==> src/rtl/audio_pkg.sv <==
// audio_pkg: shared audio-domain constants and sample types
package audio_pkg;
  localparam int I2S_SLOT_BITS = 32;
  localparam int I2S_SLOTS_PER_FRAME = 64;
  typedef struct packed {
    logic signed [15:0] left;
    logic signed [15:0] right;
  } stereo_sample_t;
endpackage

==> src/rtl/i2s_clk_div.sv <==
// i2s_clk_div: SCK generator with a strobe marking each high->low edge
module i2s_clk_div #(
  parameter int SCK_HALF = 16
) (
  input  logic clk_in,
  input  logic rst_in,
  output logic sck,
  output logic fall_strobe
);
  localparam int CW = SCK_HALF > 1 ? $clog2(SCK_HALF) : 1;
  logic [CW-1:0] cnt;
  logic wrap;
  assign wrap = cnt == CW'(SCK_HALF - 1);
  assign fall_strobe = wrap && sck;
  always_ff @(posedge clk_in or posedge rst_in)
    if (rst_in) begin
      cnt <= '0;
      sck <= 1'b0;
    end else begin
      cnt <= wrap ? '0 : cnt + 1'b1;
      sck <= sck ^ wrap;
    end
endmodule

==> src/rtl/i2s_transmitter.sv <==
// i2s_transmitter: I2S master serialising stereo samples from a one-entry holding register
module i2s_transmitter
  import audio_pkg::*;
#(
  parameter int SCK_HALF   = 16,
  parameter int DATA_WIDTH = 16
) (
  input  logic                  clk_in,
  input  logic                  rst_in,
  input  logic [DATA_WIDTH-1:0] sample_left_in,
  input  logic [DATA_WIDTH-1:0] sample_right_in,
  input  logic                  sample_valid_in,
  output logic                  sample_ready_out,
  output logic                  i2s_sck_out,
  output logic                  i2s_ws_out,
  output logic                  i2s_sd_out,
  output logic                  underrun_out
);
  localparam int KW = $clog2(I2S_SLOTS_PER_FRAME);
  localparam int PW = $clog2(I2S_SLOT_BITS);
  logic                  fall, full, load, accept, sd_nx;
  logic [KW-1:0]         k, k_nx;
  logic [PW-1:0]         pos;
  logic [DATA_WIDTH-1:0] hold_l, hold_r, sh_l, sh_r, word, word_sh;
  i2s_clk_div #(.SCK_HALF(SCK_HALF)) u_div (
    .clk_in      (clk_in),
    .rst_in      (rst_in),
    .sck         (i2s_sck_out),
    .fall_strobe (fall)
  );
  // slot position 0 of each half-frame is the I2S one-bit delay, so data occupies 1..DATA_WIDTH
  always_comb begin
    k_nx    = k + 1'b1;
    pos     = k_nx[PW-1:0];
    load    = fall && k_nx == '0;
    accept  = sample_valid_in && !full;
    word    = k_nx[KW-1] ? sh_r : sh_l;
    word_sh = word << (pos - 1'b1);
    sd_nx   = pos != '0 && 32'(pos) <= DATA_WIDTH && word_sh[DATA_WIDTH-1];
  end
  assign sample_ready_out = !full;
  assign underrun_out = load && !full;
  always_ff @(posedge clk_in or posedge rst_in)
    if (rst_in) begin
      k          <= '1;
      i2s_ws_out <= 1'b1;
      i2s_sd_out <= 1'b0;
      full       <= 1'b0;
      hold_l     <= '0;
      hold_r     <= '0;
      sh_l       <= '0;
      sh_r       <= '0;
    end else begin
      if (fall) begin
        k          <= k_nx;
        i2s_ws_out <= k_nx[KW-1];
        i2s_sd_out <= sd_nx;
      end
      if (load) begin
        sh_l <= full ? hold_l : '0;
        sh_r <= full ? hold_r : '0;
      end
      if (accept) begin
        hold_l <= sample_left_in;
        hold_r <= sample_right_in;
      end
      full <= accept | (full & !load);
    end
endmodule

==> config.mk <==
export PLATFORM = sky130hd
export DESIGN_NAME = i2s_transmitter
export DESIGN_NICKNAME = d
export VERILOG_FILES = /design/src/rtl/audio_pkg.sv /design/src/rtl/i2s_clk_div.sv /design/src/rtl/i2s_transmitter.sv
export SDC_FILE = /design/constraint.sdc
export NUM_CORES = 1
export LEC_CHECK = 0
export ABC_AREA = 1
export CELL_PAD_IN_SITES_DETAIL_PLACEMENT = 0
export CELL_PAD_IN_SITES_GLOBAL_PLACEMENT = 1
export CORE_ASPECT_RATIO = 0.9
export CORE_UTILIZATION = 40
export CTS_BUF_LIST = sky130_fd_sc_hd__clkbuf_8 sky130_fd_sc_hd__clkbuf_16
export CTS_CLUSTER_DIAMETER = 60
export DETAILED_ROUTE_END_ITERATION = 10
export HOLD_SLACK_MARGIN = 0.08
export PLACE_DENSITY_LB_ADDON = 0.3
export SYNTH_ARGS = -nofsm -noshare
export SYNTH_HDL_FRONTEND = slang
export SYNTH_SLANG_ARGS = --single-unit
==> constraint.sdc <==
create_clock -name clk_in -period 3.26 [get_ports clk_in]
set_input_delay 0.489 -clock clk_in [delete_from_list [all_inputs] [get_ports clk_in]]
set_output_delay 0.489 -clock clk_in [all_outputs]
set_load 0.05 [all_outputs]
==> impl_metrics.env, run 1 <==
export IMPL_status="complete, no violations"
export IMPL_grt_ovfl_total=0
export IMPL_cts_sinks=77
export IMPL_fmax_ghz=0.363
export IMPL_path_class="register to output pin"
export IMPL_finalMaxSlewViolations=0
export IMPL_synth_async_reset_ratio_pct=100
export IMPL_cp_cell_sequence="nand3_2, o21bai_4, nand2_4, nor2_1, nand2_1, nor2_1, buf_12"
export IMPL_pwr_density_cell_nw_per_um2=422
export IMPL_drtIter0Drc=161
export IMPL_synthMuxAreaShare_pct=10.4
export IMPL_grt_pass1_vias=2522
export IMPL_hold_class="input pin to async pin"
export IMPL_avgSynthCellArea_um2=9.69
export IMPL_antenna_found_initial=0
export IMPL_grt_pass1_wl_um=11800
export IMPL_postCtsSetupRepairBufs=0
export IMPL_worst_path_max_delay_cell="dfstp_2"
export IMPL_synth_area_um2=3480
export IMPL_synth_simple_area_share_pct=17.7
export IMPL_cts_resized=0
export IMPL_period_needed_ps=2750
export IMPL_initial_core_util_pct=42.3
export IMPL_utilization_pct=50.6
export IMPL_yosysMostFrequentCell="nand2_1"
export IMPL_cap_viol_max_count=0
export IMPL_p_leak_nw=1.92
export IMPL_p_switching_mw=0.400
export IMPL_yosysSeqAreaShare_pct=55.6
export IMPL_p_clk_share_pct=42.2
export IMPL_tritoncts="built"
export IMPL_stdcell_count=517
export IMPL_synth_fp_nets=397
export IMPL_synth_warnings=0
export IMPL_switching_share_pct=22.8
export IMPL_path_delay_family="simple AND/OR/NAND/NOR gates"
export IMPL_dr_pass1_iters=4
export IMPL_setup_viol=0
export IMPL_routed_wl_um=6810
export IMPL_worstPathRequired_ps=2770
export IMPL_cts_root_buf="clkbuf_8"
export IMPL_grt_usage_pct=16.9
export IMPL_fin_skew_ps=9.68
export IMPL_synthAdderAreaFrac_pct=1.08
export IMPL_final_layout_size_suffix_gt1_share_pct=17.4
export IMPL_synth_top_family_by_area="simple AND/OR/NAND/NOR gates"
export IMPL_hold_viol=0
export IMPL_area_growth_syn_to_layout_pct=19.6
export IMPL_n_antenna_cell=0
export IMPL_vias=2495
export IMPL_power_frac_comb_pct=3.5
export IMPL_cp_num_buf_inv=1
export IMPL_ff2ff_setup_slack_ps=720
export IMPL_crit_fanout=16
export IMPL_slew_headroom_pct=66.5
export IMPL_grt_start_max_net_pins=56
export IMPL_ctsHoldBuffers=0
export IMPL_timing_final_crit_share_pct=84.4
export IMPL_ant_nets=0
export IMPL_cts_buffers=9
export IMPL_finalPower_mw=1.76
export IMPL_clk_pin_slew_ps=90
export IMPL_synth_xor_area_share_pct=1.73
export IMPL_cts_max_level=3
export IMPL_gp_congestion=0.789
export IMPL_start_kind="register"
export IMPL_row_count=31
export IMPL_placedCellCount=501
export IMPL_cp_end_kind="output pin"
export IMPL_cp_common_cell="nor2_1"
export IMPL_die_h_um=90.5
export IMPL_synth_flop_cell="dfrtp_1"
export IMPL_synth_common_cells="103 x nand2_1, 71 x dfrtp_1, 32 x mux2_2"
export IMPL_synth_cell_type_count=25
export IMPL_setup_tns_ps=0
export IMPL_dieArea_um2=9070
export IMPL_arrival_ps=2260
export IMPL_netlist_area_leader_share_pct=51.1
export IMPL_share_seq_of_total_power_pct=54.4
export IMPL_routed_via_density=4.83
export IMPL_synth_compound_area_share_pct=7.95
export IMPL_dpl_hpwl_um=4880
export IMPL_rsz0062_at_grt="no"
export IMPL_yosysTopAreaCell="dfrtp_1"
export IMPL_portBuffers=39
export IMPL_synthCells=359
export IMPL_wl_per_cell_um=13.2
export IMPL_route_detailed_drc=0
export IMPL_ir_worst_vdd_mv=0.212
export IMPL_die_w_um=100
export IMPL_p_int_mw=1.36
export IMPL_boundaryPins=40
export IMPL_core_area_um2=8220
export IMPL_nets=435
export IMPL_worstMarginPinSlew_ps=502
export IMPL_ys_top_cells_by_area="dfrtp_1 51%, nand2_1 11%, mux2_2 10%"
export IMPL_insertion_delay_ps=350
export IMPL_crit_path_max_incr_delay_ps=720
export IMPL_synth_edf_count=0
export IMPL_clockBufferDepth=2
export IMPL_ys_ff_latch=77
[area by class of cell]
cell class                      instances  area (um2)
Fill cell                             810        4060
Clock inverter                          7        80.1
Clock buffer                            9         124
Sequential cell                        77        1930
Timing Repair Buffer                   44         438
Inverter                               24        90.1
Tap cell                              115         144
Multi-Input combinational cell        241        1350
[registers in the layout (all words and copies together) (netlist names)]
register	count
u_div.cnt	4
sh_l	16
hold_l	16
sh_r	16
u_div.sck	1
i2s_ws_out	1
hold_r	16
k	5
i2s_sd_out	1
full	1
[through the flow]
stage / area [um2] / hold slack, ps / setup slack [ps]
4_1_cts: 4160 / 495 / 497
3_3_place_gp: 3960 / 470 / 808
5_1_grt: 4160 / 517 / 265
6_report: 4160 / 488 / 507
3_5_place_dp: 3960 / 481 / 725
2_1_floorplan: 3480 / 453 / 667
[metal layers]
layer,global-route usage (%),vias up,wire length [um]
li1,-,1248,-
met1,22.9,1191,3410
met2,25.7,47,3030
met3,4.72,9,261
met4,6.40,0,102
met5,0,-,0
[worst paths after layout]
path	cells after the start	endpoint	start
worst max-delay path	7	underrun_out	k[0]
min in group clk_in	2	k[4]	k[4]
worst min-delay path	2	i2s_sd_out	rst_in
worst min register to register	2	k[4]	k[4]
worst max register to register	10	sh_l[13]	k[0]
max in group asynchronous	3	k[0]	rst_in
[layout by cell type (no fill, tap or decap), types with 2 or more instances in the layout]
cell type and n:
xor2_1 4, nand3_2 2, nor2_1 12, mux2_2 32
ha_1 3, inv_1 21, o21ai_0 15, buf_4 5
clkbuf_8 9, o21ai_1 29, dfstp_2 6, nand2_1 103
nand3_1 28, dfrtp_1 71, inv_6 2, clkdlybuf4s50_1 38
inv_2 3, a21oi_1 6
[worst register-to-register path, stage by stage, from the launching register on]
cell and delay [ps]:
dfstp_2 720, ha_1 240, nand2_1 90, nor2_1 130, xor2_1 270, nor2_1 90
nand2_1 90, buf_4 420, inv_2 200, nand3_1 120, o21ai_1 70
[kinds of logic after synthesis]
kind of cell / after synthesis
AOI/OAI and AO/OA: 52
and+or+nand+nor: 148
DFF: 77
buffers and inverters: 41
xor gates and xnor gates: 6
adders and majority gates: 3
muxes: 32
[power groups by stage]
stage	logic, mW	registers [mW]	clock network (mW)
2_1_floorplan	0.0143	0.973	0
3_3_place_gp	0.0625	0.973	0
3_5_place_dp	0.0630	0.973	0
4_1_cts	0.0633	0.955	0.762
5_1_grt	0.0681	0.955	0.805
6_report	0.0609	0.954	0.740
(Power assumes the default switching activity.)
==> run 2: changes to the inputs <==
- CORE_UTILIZATION: 40 -> 39
- clock period: 3.26 -> 2.4 ns (I/O delays scaled with it)
==> run 2 against run 1 <==
Total power grew 33%; highest routed layer unchanged; sequential power rose by 36%; sequential share of layout area fell by 1.3 points.
==> impl_metrics.env, run 2 (same netlist as run 1, synthesis figures left out) <==
export IMPL_placedCellCount=510
export IMPL_n_antenna_cell=0
export IMPL_slew_headroom_pct=64.1
export IMPL_cts_root_buf="clkbuf_8"
export IMPL_arrival_ps=1940
export IMPL_setup_tns_ps=0
export IMPL_rsz0062_at_grt="no"
export IMPL_routed_wl_met2_um=3250
export IMPL_fin_ws_ps=97.8
export IMPL_start_kind="register"
export IMPL_cp_end_kind="output pin"
export IMPL_worstMarginPinSlew_ps=539
export IMPL_die_w_um=102
export IMPL_layout_commonest_cell="nand2_1"
export IMPL_final_layout_size_suffix_gt1_share_pct=22.1
export IMPL_setup_viol=0
export IMPL_gp_congestion=0.901
export IMPL_p_leak_nw=1.98
export IMPL_timing_final_crit_share_pct=95.9
export IMPL_wl_met1_um=3360
export IMPL_path_class="register to output pin"
export IMPL_hold_class="input pin to async pin"
export IMPL_cts_sinks=77
export IMPL_multi_input_area_um2=1400
export IMPL_dpl_hpwl_um=5110
export IMPL_antenna_found_initial=0
export IMPL_worstPathRequired_ps=2040
export IMPL_stdcell_count=531
export IMPL_area_growth_syn_to_layout_pct=23.2
export IMPL_route_met3_wl_um=347
export IMPL_grt_usage_pct=17.6
export IMPL_fin_area_um2=4280
export IMPL_regArea_um2=1930
export IMPL_fmax_ghz=0.434
export IMPL_cts_max_level=3
export IMPL_dp_slack_ps=185
export IMPL_routed_via_density=4.81
export IMPL_grt_start_max_net_pins=44
export IMPL_portBuffers=39
export IMPL_finalMaxSlewViolations=0
export IMPL_status="complete, no violations"
export IMPL_insertion_delay_ps=360
export IMPL_core_area_um2=8610
export IMPL_row_count=32
export IMPL_die_h_um=91.6
export IMPL_wl_per_cell_um=13.3
export IMPL_dr_pass1_iters=4
export IMPL_clockBufferDepth=2
export IMPL_crit_fanout=3
export IMPL_clk_pin_slew_ps=80
export IMPL_final_cell_mix="101 x nand2_1, 71 x dfrtp_1, 37 x clkdlybuf4s50_1"
export IMPL_grt_ovfl_total=0
export IMPL_pwr_density_cell_nw_per_um2=544
export IMPL_highest_layer="met4"
export IMPL_grt_pass1_wl_um=12500
export IMPL_dieArea_um2=9300
export IMPL_tritoncts="built"
export IMPL_ir_worst_vdd_mv=0.252
export IMPL_fill_cells=839
export IMPL_cts_buffers=9
export IMPL_routed_wl_um=7060
export IMPL_placed_cell_area_um2=4000
export IMPL_period_needed_ps=2300
export IMPL_boundaryPins=40
export IMPL_drtIter0Drc=88
export IMPL_cap_viol_max_count=0
export IMPL_grt_pass1_vias=2589
export IMPL_initial_core_util_pct=40.4
export IMPL_hold_viol=0
export IMPL_vias=2552
export IMPL_route_detailed_drc=0
export IMPL_ant_nets=0
export IMPL_nets=446
export IMPL_fin_skew_ps=8.64
export IMPL_utilization_pct=49.8
run 2: power by group:
| part | total, mW | internal, mW | switching, mW |
|---|---|---|---|
| combinational | 0.0818 | 0.0503 | 0.0315 |
| clock | 0.952 | 0.474 | 0.477 |
| sequential | 1.30 | 1.30 | 0 |
run 2: worst paths after layout:
kind,startpoint,endpoint,slack (ps),depth (start not counted)
worst min register to register,i2s_sd_out,i2s_sd_out,490,2
max in group asynchronous,rst_in,sh_l[1],1540,3
worst min-delay path,rst_in,sh_l[3],440,3
worst max-delay path,k[0],underrun_out,100,8
worst max register to register,k[0],sh_l[1],330,10
min in group clk_in,i2s_sd_out,i2s_sd_out,490,2
run 2: area by class of cell:
cell class                 instances  area share, %
inverter                          24           2.10
sequential                        77           45.2
clock inverter                     6           1.49
timing repair buffer              55           12.2
multi-input combinational        241           32.7
clock buffer                       9           2.89
tap                              119           3.48
run 2: timing repair:
item	CTS	global route
resized for setup	0	14
pin swaps	2	9
setup endpoints to repair	1	1
hold buffers	0	0
setup buffers	4	2
run 2: worst max-delay path, cell delays in order (launching register included):
cell and delay, ps:
dfstp_2 610, ha_4 160, nand2_1 90, nor2_2 120, xor2_1 240, nor2_2 60, nand2_2 110, nor2_4 60
buf_12 140
run 2: layer usage:
metal	GRT usage, %	vias to the layer above
li1	-	1264
met1	24.3	1230
met2	26.7	50
met3	4.54	8
met4	5.80	0
met5	0	-
run 2: metrics by stage:
step	total power [mW]	hold WS, ps
2_1_floorplan	1.34	453
3_3_place_gp	1.41	475
3_5_place_dp	1.41	479
4_1_cts	2.37	444
5_1_grt	2.43	481
6_report	2.33	438
